File: config.mk
export PLATFORM = sky130hd
export DESIGN_NAME = sound_latch_ctrl
export DESIGN_NICKNAME = d
export VERILOG_FILES = /design/src/rtl/sound_latch_ctrl.sv
export SDC_FILE = /design/constraint.sdc
export NUM_CORES = 1
export LEC_CHECK = 0
export CORE_ASPECT_RATIO = 1.5
export CORE_MARGIN = 2
export CORE_UTILIZATION = 51
export DETAILED_ROUTE_END_ITERATION = 6
export GPL_TIMING_DRIVEN = 0
export PLACE_DENSITY_LB_ADDON = 0.12
export REMOVE_ABC_BUFFERS = 1
export SYNTH_ARGS = -nofsm -noshare
export SYNTH_HDL_FRONTEND = slang
export SYNTH_SLANG_ARGS = --single-unit
File: constraint.sdc
create_clock -name clk_sys -period 1.7 [get_ports clk_sys]
set_input_delay 0.34 -clock clk_sys [delete_from_list [all_inputs] [get_ports clk_sys]]
set_output_delay 0.34 -clock clk_sys [all_outputs]
set_load 0.02 [all_outputs]
File: src/rtl/sound_latch_ctrl.sv
// M68K-to-Z80 sound command latch with a free-running Z80 timer interrupt.
// Define SOUND_LATCH_FIFO_EN to replace the single latch register with a 4-entry FIFO.
module sound_latch_ctrl #(
    parameter int unsigned IRQ_DIV = 187500
) (
    input  logic       clk_sys,
    input  logic       reset_n,
    input  logic       sound_latch_cs,
    input  logic       m68k_rw,
    input  logic       m68k_lds_n,
    input  logic [7:0] m68k_din,
    input  logic       z80_latch_r_cs,
    input  logic       z80_latch_clr_cs,
    input  logic       z80_rd_n,
    input  logic       z80_wr_n,
    input  logic       M1_n,
    input  logic       IORQ_n,
    output logic [7:0] z80_dout,
    output logic       z80_int_n,
    output logic       latch_pending
);

    if (IRQ_DIV < 2 || IRQ_DIV > 1048575) begin : g_bad_irq_div
        $error("IRQ_DIV must lie in 2..2^20-1");
    end

    localparam logic [19:0] TermCnt = 20'(IRQ_DIV - 1);

    // Bus strobes and their one-shot rising-edge events
    logic wr_lvl, rd_lvl, clr_lvl;
    logic wr_q, rd_q, clr_q;
    logic wr_ev, rd_ev, clr_ev;

    assign wr_lvl  = sound_latch_cs & ~m68k_rw & ~m68k_lds_n;
    assign rd_lvl  = z80_latch_r_cs & ~z80_rd_n;
    assign clr_lvl = z80_latch_clr_cs & ~z80_wr_n;

    assign wr_ev  = wr_lvl & ~wr_q;
    assign rd_ev  = rd_lvl & ~rd_q;
    assign clr_ev = clr_lvl & ~clr_q;

    always_ff @(posedge clk_sys or negedge reset_n) begin
        if (!reset_n) begin
            wr_q  <= 1'b0;
            rd_q  <= 1'b0;
            clr_q <= 1'b0;
        end else begin
            wr_q  <= wr_lvl;
            rd_q  <= rd_lvl;
            clr_q <= clr_lvl;
        end
    end

    // Timer and interrupt
    logic [19:0] timer_q, timer_d;
    logic        irq_q, irq_d;
    logic        term_cnt, int_ack;

    assign term_cnt = (timer_q == TermCnt);
    assign int_ack  = ~M1_n & ~IORQ_n;

    always_comb begin
        timer_d = term_cnt ? 20'd0 : timer_q + 20'd1;
        irq_d   = irq_q;
        // Terminal count wins over a coincident acknowledge
        if (term_cnt) begin
            irq_d = 1'b1;
        end else if (int_ack) begin
            irq_d = 1'b0;
        end
    end

    always_ff @(posedge clk_sys or negedge reset_n) begin
        if (!reset_n) begin
            timer_q <= 20'd0;
            irq_q   <= 1'b0;
        end else begin
            timer_q <= timer_d;
            irq_q   <= irq_d;
        end
    end

    assign z80_int_n = ~irq_q;

`ifdef SOUND_LATCH_FIFO_EN
    logic [7:0] fifo_q [4];
    logic [1:0] rd_ptr_q, rd_ptr_d;
    logic [1:0] wr_ptr_q, wr_ptr_d;
    logic [1:0] wr_addr;
    logic [2:0] cnt_q, cnt_d;
    logic       push;

    // Clear first, then pop, then push into whatever room remains
    always_comb begin
        rd_ptr_d = rd_ptr_q;
        wr_ptr_d = wr_ptr_q;
        cnt_d    = cnt_q;
        push     = 1'b0;
        if (clr_ev) begin
            rd_ptr_d = 2'd0;
            wr_ptr_d = 2'd0;
            cnt_d    = 3'd0;
        end else if (rd_ev && cnt_q != 3'd0) begin
            rd_ptr_d = rd_ptr_q + 2'd1;
            cnt_d    = cnt_q - 3'd1;
        end
        wr_addr = wr_ptr_d;
        if (wr_ev && cnt_d != 3'd4) begin
            push     = 1'b1;
            wr_ptr_d = wr_ptr_d + 2'd1;
            cnt_d    = cnt_d + 3'd1;
        end
    end

    always_ff @(posedge clk_sys or negedge reset_n) begin
        if (!reset_n) begin
            rd_ptr_q <= 2'd0;
            wr_ptr_q <= 2'd0;
            cnt_q    <= 3'd0;
            for (int i = 0; i < 4; i++) begin
                fifo_q[i] <= 8'h00;
            end
        end else begin
            rd_ptr_q <= rd_ptr_d;
            wr_ptr_q <= wr_ptr_d;
            cnt_q    <= cnt_d;
            if (clr_ev) begin
                for (int i = 0; i < 4; i++) begin
                    fifo_q[i] <= 8'h00;
                end
            end
            if (push) begin
                fifo_q[wr_addr] <= m68k_din;
            end
        end
    end

    assign latch_pending = (cnt_q != 3'd0);
    assign z80_dout      = (cnt_q == 3'd0) ? 8'h00 : fifo_q[rd_ptr_q];
`else
    logic [7:0] data_q, data_d;
    logic       pend_q, pend_d;

    // Clear, then read, then write: a coincident write always leaves new data pending
    always_comb begin
        data_d = data_q;
        pend_d = pend_q;
        if (clr_ev) begin
            data_d = 8'h00;
            pend_d = 1'b0;
        end
        if (rd_ev) begin
            pend_d = 1'b0;
        end
        if (wr_ev) begin
            data_d = m68k_din;
            pend_d = 1'b1;
        end
    end

    always_ff @(posedge clk_sys or negedge reset_n) begin
        if (!reset_n) begin
            data_q <= 8'h00;
            pend_q <= 1'b0;
        end else begin
            data_q <= data_d;
            pend_q <= pend_d;
        end
    end

    assign latch_pending = pend_q;
    assign z80_dout      = data_q;
`endif

endmodule

==> metrics.cfg <==
[synth]
synth_cell_types = 33
seq_area_frac_synth_pct = 52.6
synth-simple-area-share_pct = 28.8
synth_cells = 158
ys_ff_latch = 33
synth_area_leaders = dfrtp_1 (53%), xnor2_1 (7.8%), nand2_1 (5.7%)
synth_compound_area_share_pct = 5.42
yosysWarnings = 0
synthFlopType = dfrtp_1
async_flop_share_pct = 100
yosysTopAreaCell = dfrtp_1
synth_top_family_by_area = simple AND/OR/NAND/NOR gates
synth-edff-count = 0
avgSynthCellArea_sq_um = 9.94
synthAdderAreaFrac_pct = 0.797
muxShareOfSynthArea_pct = 0
synthesis.area_sq_um = 1570
synth_xor_area_share_pct = 8.92
synth_top_area_share_pct = 52.6

[worst_setup_path]
critPathRequiredTime_ns = 1.36
end_kind = output port
path_class = flip-flop to output port
critPathLaunch = irq_q
crit_path_start_kind = flip-flop
r2r_setup_slack_ns = 0.10
r2r_start = timer_q[2]
r2r-end = timer_q[17]
path_max_fanout = 2
rr_worst_depth = 4
arrival_ns = 1.29

[floorplanning]
num_rows = 24
die_y_microns = 72.0
die_area_sq_um = 3550
pin_count = 29
die_w_microns = 49.3
initial_core_util_pct = 53.9
core_area_sq_um = 2910

[timing]
hold_viol_final = 0
finalClockSkew_ns = 0.00260
worst_slew_pin_slew_ns = 0.692
finalCriticalPeriod_ns = 1.63
timing.final.crit_share_pct = 95.9
maxSlewViolCount = 0
max_freq_mhz = 613
setup_slack_ns = 0.0693
rsz0062_at_grt = no
finalSetupViolCount = 0
relSlewSlack_pct = 53.9

[place]
dp_cells = 218
place_hpwl_microns = 2260
preCtsSetupSlack_ns = -0.558
dpl-instance-area_sq_um = 1860
port_buffers = 28
place_congestion = 0.844

[detailed_routing]
drc = 0
drt_iter0_markers = 15
wl_per_cell_microns = 13.7
firstDrtPassIters = 4
drt.antenna.violating_nets = 0
vias = 1218
drt_wl_total_microns = 3100
viasPerCell = 5.37

[layout]
drive_above_1_share_pct = 10.6
num-fill-cells = 245
area_delta_synth_final_pct = 26.4
nets = 208
seq_area_sq_um = 826
layout_commonest_cell = dfrtp_1
stdcell_count = 227
final_cell_mix = dfrtp_1 (33), clkdlybuf4s50_1 (27), nand2_1 (24)
diodes = 0
fin_area_sq_um = 1980
multi_input_area_sq_um = 718

[run]
drv_cap = 0

[clocking]
htree_levels = 2
cts_sinks = 33
cts_buffers = 5
cts_buffer_depth = 2
cts_root_buf = clkbuf_8
insertion_delay_ns = 0.28
postCtsHoldBufs = 0
cts_tree = done
clk_pin_slew_ns = 0.06

[global_routing]
antenna_found_initial = 0
grt_pass1_wl_microns = 5460
first_global_vias = 1195
track_usage_pct = 20.7
grt_max_degree = 34
gr-total-overflow = 0

[pwr]
p_per_area_nw_per_um2 = 788
vdd_drop_max_uv = 629
p_leak_uw = 0.000794

[run_status]
status = finished clean

[worst_hold_path]
hold_class = input pin to async pin

## worst max path at each step
stage,depth (start not counted),to
finish,2,z80_int_n
detailed placement,4,z80_dout[4]
global route,2,z80_int_n
global placement,4,timer_q[14]
CTS,4,timer_q[3]
floorplan,4,timer_q[10]
## metrics by stage
stage	utilization [%]	TNS [ns]	total power [uW]	hold slack, ns
global placement	63.9	-17.73	998	0.459
finish	68.1	0	1560	0.103
detailed placement	63.9	-21.28	1000	0.479
global route	68.1	0	1630	0.167
floorplan	-	-0.196	894	0.0444
CTS	67.5	0	1580	0.493
## cell usage after synthesis, drive strengths merged (3+ instances only)
| library cell | count |
|---|---|
| buf | 3 |
| clkbuf | 4 |
| nor4 | 5 |
| nor2b | 4 |
| xnor2 | 14 |
| nor3 | 4 |
| dfrtp | 33 |
| o21ai | 11 |
| nand4 | 6 |
| nor2 | 20 |
| inv | 4 |
| nand2 | 24 |
| nand3 | 8 |
## routing by layer
layer | wire length (microns) | track usage (%)
met4 | 56 | 11.1
met2 | 1710 | 36.6
met5 | 0 | 0
met1 | 1190 | 21.8
met3 | 145 | 6.17
## where the power goes
| part | internal, uW | total (uW) | switching (uW) |
|---|---|---|---|
| Combinational | 86.9 | 162 | 74.6 |
| Clock | 321 | 577 | 257 |
| Sequential | 812 | 824 | 12.1 |
## area by class of cell
class	instances	share of cell area, %
clock buffers	7	4.35
repair buffers	30	14.6
inverters	4	0.757
flip-flops and latches	33	41.6
multi-input cells	114	36.2
well taps	39	2.46
## cell families (layout without fill, tap and decap cells)
kind of cell	after synthesis	count (layout)
AND/OR/NAND/NOR	83	83
flip-flops	33	33
XOR/XNOR	16	16
AO/OA/AOI/OAI	14	14
buffers and inverters	11	41
adder cells (fa/ha/maj)	1	1
## critical path, stage by stage, from the launching register on
cell and delay [ns]:
dfrtp_1 0.37, inv_1 0.05, clkdlybuf4s50_1 0.59
## registers in the layout, summed over array words and instances (netlist names)
| name | count |
|---|---|
| timer_q | 20 |
| z80_dout | 8 |
| clr_q | 1 |
| irq_q | 1 |
| latch_pending | 1 |
| rd_q | 1 |
| wr_q | 1 |
## repair_timing
item	in CTS	in global routing
setup endpoints to repair	54	20
resized for setup	5	2
setup buffers	0	2
pin swaps	0	1
cloned	0	0
Note: power is estimated with default switching activity, not from simulation.
